<file path="config.mk">
export PLATFORM = sky130hd
export DESIGN_NAME = gshare_bpred_flat
export DESIGN_NICKNAME = d
export VERILOG_FILES = /design/src/rtl/gshare_bpred_if.sv /design/src/rtl/gshare_bpred.sv /design/src/flat_wrapper.sv
export SDC_FILE = /design/constraint.sdc
export NUM_CORES = 2
export LEC_CHECK = 0
export CORE_UTILIZATION = 65
export DETAILED_ROUTE_END_ITERATION = 8
export PLACE_DENSITY_LB_ADDON = 0.08
export SYNTH_ARGS = -nofsm -noshare
export SYNTH_HDL_FRONTEND = slang
export SYNTH_SLANG_ARGS = --single-unit
export TNS_END_PERCENT = 50
</file>
<file path="constraint.sdc">
create_clock -name clk -period 13.13 [get_ports clk]
set_clock_uncertainty 0.2 [all_clocks]
set_input_delay 2.626 -clock clk [delete_from_list [all_inputs] [get_ports clk]]
set_output_delay 2.626 -clock clk [all_outputs]
set_load 0.005 [all_outputs]
</file>
<file path="src/rtl/gshare_bpred_if.sv">
// Fetch/AGEX-facing bus of the gshare branch predictor.
// slave  : predictor side (takes lookup PC and resolved updates, returns prediction + stats).
// master : pipeline side (drives lookup PC and updates, consumes prediction + stats).
// Signals:
//   lookup_pc_i                 fetch PC
//   pred_taken_o, btb_hit_o     prediction flags
//   pred_target_o               predicted target (0 on miss)
//   bhr_o, pht_index_o,         prediction-time metadata carried down the pipe
//   pht_entry_o, btb_index_o
//   upd_*                       resolved control-flow outcome from AGEX
//   stat_upd_cnt_o, stat_mispred_cnt_o  performance counters
interface gshare_bpred_if #(
  parameter int unsigned DBITS    = 32,
  parameter int unsigned BHR_BITS = 8,
  parameter int unsigned PHT_BITS = 8,
  parameter int unsigned BTB_BITS = 4,
  parameter int unsigned CNT_BITS = 32
);
  logic [DBITS-1:0]    lookup_pc_i;
  logic                pred_taken_o;
  logic                btb_hit_o;
  logic [DBITS-1:0]    pred_target_o;
  logic [BHR_BITS-1:0] bhr_o;
  logic [PHT_BITS-1:0] pht_index_o;
  logic [1:0]          pht_entry_o;
  logic [BTB_BITS-1:0] btb_index_o;

  logic                upd_valid_i;
  logic                upd_is_br_i;
  logic [DBITS-1:0]    upd_pc_i;
  logic                upd_taken_i;
  logic [DBITS-1:0]    upd_target_i;
  logic [PHT_BITS-1:0] upd_pht_index_i;
  logic                upd_mispred_i;

  logic [CNT_BITS-1:0] stat_upd_cnt_o;
  logic [CNT_BITS-1:0] stat_mispred_cnt_o;

  modport master (
    output lookup_pc_i,
    input  pred_taken_o, btb_hit_o, pred_target_o, bhr_o, pht_index_o, pht_entry_o, btb_index_o,
    output upd_valid_i, upd_is_br_i, upd_pc_i, upd_taken_i, upd_target_i, upd_pht_index_i,
    output upd_mispred_i,
    input  stat_upd_cnt_o, stat_mispred_cnt_o
  );

  modport slave (
    input  lookup_pc_i,
    output pred_taken_o, btb_hit_o, pred_target_o, bhr_o, pht_index_o, pht_entry_o, btb_index_o,
    input  upd_valid_i, upd_is_br_i, upd_pc_i, upd_taken_i, upd_target_i, upd_pht_index_i,
    input  upd_mispred_i,
    output stat_upd_cnt_o, stat_mispred_cnt_o
  );
endinterface

</file>
<file path="src/rtl/gshare_bpred.sv">
// Gshare/bimodal/global direction predictor with a direct-mapped BTB.
// Lookup is combinational from bp.lookup_pc_i and current state; updates from AGEX train the
// PHT, BHR and BTB at the clock edge. Reads always see pre-update state (read-before-write).
// Ports:
//   clk    clock
//   reset  synchronous, active-high; clears PHT to weakly-not-taken, BHR, BTB valids, counters
//   bp     predictor-side bus (see gshare_bpred_if)
module gshare_bpred #(
  parameter int unsigned DBITS      = 32,
  parameter int unsigned BHR_BITS   = 8,
  parameter int unsigned PHT_BITS   = 8,
  parameter int unsigned BTB_BITS   = 4,
  parameter int unsigned INDEX_MODE = 0,
  parameter int unsigned CNT_BITS   = 32
) (
  input  logic          clk,
  input  logic          reset,
  gshare_bpred_if.slave bp
);

  localparam int unsigned PhtEntries = 2 ** PHT_BITS;
  localparam int unsigned BtbEntries = 2 ** BTB_BITS;
  localparam int unsigned TagBits    = DBITS - BTB_BITS - 2;

  // State
  logic [1:0]            pht_q [PhtEntries];
  logic [1:0]            pht_d [PhtEntries];
  logic [BHR_BITS-1:0]   bhr_q, bhr_d;
  logic [BtbEntries-1:0] btb_valid_q, btb_valid_d;
  logic [CNT_BITS-1:0]   upd_cnt_q, upd_cnt_d;
  logic [CNT_BITS-1:0]   mis_cnt_q, mis_cnt_d;

  // BTB payload needs no reset: it is only ever observed through a valid bit
  logic                  btb_jmp_q [BtbEntries];
  logic [TagBits-1:0]    btb_tag_q [BtbEntries];
  logic [DBITS-1:0]      btb_tgt_q [BtbEntries];

  // Lookup
  logic [PHT_BITS-1:0]   lk_pht_idx;
  logic [BTB_BITS-1:0]   lk_btb_idx;
  logic [TagBits-1:0]    lk_tag;
  logic                  lk_hit;

  // Update decode
  logic [BTB_BITS-1:0]   up_btb_idx;
  logic [TagBits-1:0]    up_tag;
  logic                  up_br;
  logic                  up_btb_wr;
  logic [1:0]            up_ctr;

  logic                  unused_pc_lsbs;
  assign unused_pc_lsbs = ^{bp.lookup_pc_i[1:0], bp.upd_pc_i[1:0]};

  always_comb begin
    lk_btb_idx = bp.lookup_pc_i[BTB_BITS+1:2];
    lk_tag     = bp.lookup_pc_i[DBITS-1:BTB_BITS+2];
    if (INDEX_MODE == 1) begin
      lk_pht_idx = bp.lookup_pc_i[PHT_BITS+1:2];
    end else if (INDEX_MODE == 2) begin
      lk_pht_idx = PHT_BITS'(bhr_q);
    end else begin
      lk_pht_idx = bp.lookup_pc_i[PHT_BITS+1:2] ^ PHT_BITS'(bhr_q);
    end
    lk_hit = btb_valid_q[lk_btb_idx] && (btb_tag_q[lk_btb_idx] == lk_tag);
  end

  assign bp.btb_hit_o     = lk_hit;
  assign bp.pred_target_o = lk_hit ? btb_tgt_q[lk_btb_idx] : '0;
  assign bp.pred_taken_o  = lk_hit && (btb_jmp_q[lk_btb_idx] || pht_q[lk_pht_idx][1]);
  assign bp.bhr_o         = bhr_q;
  assign bp.pht_index_o   = lk_pht_idx;
  assign bp.pht_entry_o   = pht_q[lk_pht_idx];
  assign bp.btb_index_o   = lk_btb_idx;

  assign bp.stat_upd_cnt_o     = upd_cnt_q;
  assign bp.stat_mispred_cnt_o = mis_cnt_q;

  // Next state
  always_comb begin
    up_btb_idx  = bp.upd_pc_i[BTB_BITS+1:2];
    up_tag      = bp.upd_pc_i[DBITS-1:BTB_BITS+2];
    up_br       = bp.upd_valid_i && bp.upd_is_br_i;
    // Jumps always install; branches only when taken
    up_btb_wr   = bp.upd_valid_i && (!bp.upd_is_br_i || bp.upd_taken_i);
    up_ctr      = pht_q[bp.upd_pht_index_i];

    pht_d       = pht_q;
    bhr_d       = bhr_q;
    btb_valid_d = btb_valid_q;
    upd_cnt_d   = upd_cnt_q;
    mis_cnt_d   = mis_cnt_q;

    if (up_br) begin
      if (bp.upd_taken_i && (up_ctr != 2'b11)) begin
        pht_d[bp.upd_pht_index_i] = up_ctr + 2'd1;
      end else if (!bp.upd_taken_i && (up_ctr != 2'b00)) begin
        pht_d[bp.upd_pht_index_i] = up_ctr - 2'd1;
      end
      // Truncating the concatenation keeps {bhr[BHR_BITS-2:0], taken}, and just taken for 1 bit
      bhr_d = BHR_BITS'({bhr_q, bp.upd_taken_i});
    end

    if (up_btb_wr) begin
      btb_valid_d[up_btb_idx] = 1'b1;
    end

    if (bp.upd_valid_i) begin
      upd_cnt_d = upd_cnt_q + CNT_BITS'(1);
      if (bp.upd_mispred_i) begin
        mis_cnt_d = mis_cnt_q + CNT_BITS'(1);
      end
    end
  end

  always_ff @(posedge clk) begin
    if (reset) begin
      for (int unsigned i = 0; i < PhtEntries; i++) begin
        pht_q[i] <= 2'b01;
      end
      bhr_q       <= '0;
      btb_valid_q <= '0;
      upd_cnt_q   <= '0;
      mis_cnt_q   <= '0;
    end else begin
      pht_q       <= pht_d;
      bhr_q       <= bhr_d;
      btb_valid_q <= btb_valid_d;
      upd_cnt_q   <= upd_cnt_d;
      mis_cnt_q   <= mis_cnt_d;
    end
  end

  // A write landing during reset is harmless: its valid bit is cleared in the same edge
  always_ff @(posedge clk) begin
    if (up_btb_wr) begin
      btb_jmp_q[up_btb_idx] <= !bp.upd_is_br_i;
      btb_tag_q[up_btb_idx] <= up_tag;
      btb_tgt_q[up_btb_idx] <= bp.upd_target_i;
    end
  end

endmodule

</file>
<file path="src/flat_wrapper.sv">
// flat-port wrapper written by rule: the top's interface ports become plain ports
module gshare_bpred_flat 
#(
  parameter int unsigned DBITS      = 32,
  parameter int unsigned BHR_BITS   = 8,
  parameter int unsigned PHT_BITS   = 8,
  parameter int unsigned BTB_BITS   = 4,
  parameter int unsigned INDEX_MODE = 0,
  parameter int unsigned CNT_BITS   = 32
)
  (clk, reset, bp_lookup_pc_i, bp_pred_taken_o, bp_btb_hit_o, bp_pred_target_o, bp_bhr_o, bp_pht_index_o, bp_pht_entry_o, bp_btb_index_o, bp_upd_valid_i, bp_upd_is_br_i, bp_upd_pc_i, bp_upd_taken_i, bp_upd_target_i, bp_upd_pht_index_i, bp_upd_mispred_i, bp_stat_upd_cnt_o, bp_stat_mispred_cnt_o);
  gshare_bpred_if #(.DBITS(DBITS), .BHR_BITS(BHR_BITS), .PHT_BITS(PHT_BITS), .BTB_BITS(BTB_BITS), .CNT_BITS(CNT_BITS)) bp_i ();
  input  logic clk;
  input  logic reset;
  input wire logic [$bits(bp_i.lookup_pc_i)-1:0] bp_lookup_pc_i;
  output wire logic [$bits(bp_i.pred_taken_o)-1:0] bp_pred_taken_o;
  output wire logic [$bits(bp_i.btb_hit_o)-1:0] bp_btb_hit_o;
  output wire logic [$bits(bp_i.pred_target_o)-1:0] bp_pred_target_o;
  output wire logic [$bits(bp_i.bhr_o)-1:0] bp_bhr_o;
  output wire logic [$bits(bp_i.pht_index_o)-1:0] bp_pht_index_o;
  output wire logic [$bits(bp_i.pht_entry_o)-1:0] bp_pht_entry_o;
  output wire logic [$bits(bp_i.btb_index_o)-1:0] bp_btb_index_o;
  input wire logic [$bits(bp_i.upd_valid_i)-1:0] bp_upd_valid_i;
  input wire logic [$bits(bp_i.upd_is_br_i)-1:0] bp_upd_is_br_i;
  input wire logic [$bits(bp_i.upd_pc_i)-1:0] bp_upd_pc_i;
  input wire logic [$bits(bp_i.upd_taken_i)-1:0] bp_upd_taken_i;
  input wire logic [$bits(bp_i.upd_target_i)-1:0] bp_upd_target_i;
  input wire logic [$bits(bp_i.upd_pht_index_i)-1:0] bp_upd_pht_index_i;
  input wire logic [$bits(bp_i.upd_mispred_i)-1:0] bp_upd_mispred_i;
  output wire logic [$bits(bp_i.stat_upd_cnt_o)-1:0] bp_stat_upd_cnt_o;
  output wire logic [$bits(bp_i.stat_mispred_cnt_o)-1:0] bp_stat_mispred_cnt_o;
  assign bp_i.lookup_pc_i = bp_lookup_pc_i;
  assign bp_pred_taken_o = bp_i.pred_taken_o;
  assign bp_btb_hit_o = bp_i.btb_hit_o;
  assign bp_pred_target_o = bp_i.pred_target_o;
  assign bp_bhr_o = bp_i.bhr_o;
  assign bp_pht_index_o = bp_i.pht_index_o;
  assign bp_pht_entry_o = bp_i.pht_entry_o;
  assign bp_btb_index_o = bp_i.btb_index_o;
  assign bp_i.upd_valid_i = bp_upd_valid_i;
  assign bp_i.upd_is_br_i = bp_upd_is_br_i;
  assign bp_i.upd_pc_i = bp_upd_pc_i;
  assign bp_i.upd_taken_i = bp_upd_taken_i;
  assign bp_i.upd_target_i = bp_upd_target_i;
  assign bp_i.upd_pht_index_i = bp_upd_pht_index_i;
  assign bp_i.upd_mispred_i = bp_upd_mispred_i;
  assign bp_stat_upd_cnt_o = bp_i.stat_upd_cnt_o;
  assign bp_stat_mispred_cnt_o = bp_i.stat_mispred_cnt_o;
  gshare_bpred #(.DBITS(DBITS), .BHR_BITS(BHR_BITS), .PHT_BITS(PHT_BITS), .BTB_BITS(BTB_BITS), .INDEX_MODE(INDEX_MODE), .CNT_BITS(CNT_BITS)) u_core (.clk(clk), .reset(reset), .bp(bp_i));
endmodule
</file>
==> results.toml <==
[run_status]
status = "completed"

[timing]
rsz0062_at_grt = "false"
slew_headroom = 0.134
layout_min_cycle_time_ns = 10.29
drv_slew = 0
fin_crit_sh = 0.784
fmax_mhz = 97.2
worst_pin_slew_ns = 1.30
finalSetupTns_ns = 0
hold_viol_final = 0
setup_violations = 0

[routing]
drtAntennaViolNets = 0
wirelength_um = 173000
drt-met1-wl_um = 65200
dr.max_layer_used = "met5"
drt-pass1-iter-count = 6
wl_per_cell_um = 27.3
drt_iter0_markers = 4984
drc = 0
route.met2.wl_um = 84500
vias_per_cell = 6.75
routed-wl-met3_um = 16300
vias = 42700

[clock_tree]
cts_tree = "yes"
clk_path_buf_depth = 3
postCtsSetupBuffers = 0
cts_resized = 0
cts_sinks = 1544
clkLatencyLatePin_ns = 0.77
clk_pin_slew_ns = 0.06
cts_made_buffers = 156
ctsHoldBuffers = 0
htreeDepth = 4
root_buffer = "clkbuf_16"

[place]
dpl.hpwl_um = 96300
place_inst = 6034
gp_congestion = 0.898
io_buffers = 225

[synthesis]
ys_seq_elements = 1544
yosysMostFrequentCell = "edfxtp_1"
ys_seq_area_frac = 0.606
async_flop_share = 0
yosysWarnings = 0
netlist_instances = 4723
synth_area_leaders = "edfxtp_1 43%, mux4_2 19%, dfxtp_1 18%"
yosys.area.top_type = "edfxtp_1"
syn_area_sq_um = 66600
synth_commonest_cells = "944 x edfxtp_1, 600 x dfxtp_1, 568 x mux4_2"
ys.flop_type = "edfxtp_1"
syn_nets = 4837
syn_avg_cell_area_sq_um = 14.1
yosys.area.top_type_share = 0.425
synth-edff-count = 944
netlist-cell-type-count = 60

[floorplanning]
pin_count = 230
coreArea_sq_um = 102000
die_h_um = 322
start_util = 0.655
die_x_um = 322
die_area_sq_um = 104000
row_count = 117

[finish]
fin_cells = 6324
drive_gt1_frac = 0.193
nNetsFinal = 4938
syn2layout_area_growth_pct = 12.8

[grt]
antenna_found_initial = 19
grt_pass1_wl_um = 258000
grt_usage = 0.337
grt_max_degree = 229
grt_pass1_vias = 41800
overflow = 0

[worst_setup_path]
crit_path_cell_trace = "buf_8, xnor2_1, buf_4, inv_2, buf_4, nor2_1, nand3_1, o2111a_1, nor4_1, o41ai_1, o32a_1, o21ba_2, clkdlybuf4s50_1"
worstPathRequired_ns = 10.30
startpoint_type = "primary input"
crit_arrival_ns = 7.46
path_max_fanout = 48
worst_path_largest_cell_delay_ns = 0.73
crit_type = "primary input to output pin"
cpMostUsedCell = "buf_4"
crit_path_top_delay_cell = "buf_4"
cp-end-kind = "output pin"

[job]
max-cap-violations = 0

[power]
leakage_nw = 23.2
vdd_ir_drop_max_uv = 138
p_per_area_nw_per_um2 = 137

[worst_hold_path]
hold_class = "flip-flop to flip-flop"
[cells by family (layout without fill, tap and decap cells)]
logic type      count (synthesis)  in the layout  synth area share
compound gates                794            794            0.0648
xor+xnor                       83             83            0.0109
fa+ha+maj                       4              4          0.000751
buf+inv                       387            613            0.0251
flops                        1544           1544             0.606
mux                           632            632             0.210
other cells                     0              7                 0
simple gates                 1279           1279            0.0831
[stage by stage]
step,area (sq um),power [mW],hold WS (ns),setup WS [ns],utilization
2_1_floorplan,66600,5.70,0.235,4.69,-
3_5_place_dp,70000,5.92,0.254,2.94,0.688
3_3_place_gp,70000,5.91,0.244,2.95,0.688
4_1_cts,75100,10.3,0.266,2.94,0.738
6_report,75100,10.3,0.267,2.84,0.738
5_1_grt,75100,10.5,0.283,2.73,0.738
[power by group]
part	switching (mW)	leakage, nW	internal, mW
clock	1.88	2.51	2.56
sequential	0.0171	13.4	5.19
combinational	0.389	7.36	0.232
[metal layers]
layer  vias to the layer above  GRT usage
li1                      18400          -
met1                     21600      0.449
met2                      2221      0.541
met3                       420     0.0763
met4                        20      0.142
met5                         -          0
[final timing paths]
kind	slack [ns]	end	cells after the start	start
setup / recovery	2.84	bp_pred_taken_o	13	bp_lookup_pc_i[4]
hold / removal	0.27	u_core.pht_q[13]	2	u_core.pht_q[13]
setup reg to reg	7.34	flip-flop	13	flip-flop
hold reg to reg	0.27	u_core.pht_q[13]	2	u_core.pht_q[13]
[worst max-delay path: cells and delay by family]
family	cells	cell delay (ns)
compound gates	4	1.60
xor+xnor	1	0.14
simple gates	3	0.60
buf+inv	5	2.44
[layout make-up]
cell class / count / area, sq um
Multi-Input combinational cell: 2792 / 24800
Fill cell: 6308 / 26600
Inverter: 18 / 80.1
Timing Repair Buffer: 312 / 2990
Antenna cell: 7 / 17.5
Clock inverter: 68 / 741
Clock buffer: 215 / 4380
Sequential cell: 1544 / 40400
Tap cell: 1368 / 1710
[placed cells by master (no fill, tap or decap), drive strengths merged, types with 3 or more instances in the layout]
master and count:
nand2b 11, clkdlybuf4s50 216, bufinv 11, or3 19, a31oi 9, inv 22, a311oi 3, edfxtp 944
mux2i 30, o22ai 4, clkbuf 215, xor2 38, clkinvlp 4, mux4 601, a21oi 480, o21ai 213
nor3 84, nand2 565, diode 7, xnor2 45, a221oi 3, nand4 16, and4 6, a211o 64
nand3 243, nor2b 42, nor4 3, dfxtp 600, nor2 270, ha 4, clkinv 49, and3 12
buf 96, or2 3
(Power assumes the default switching activity.)
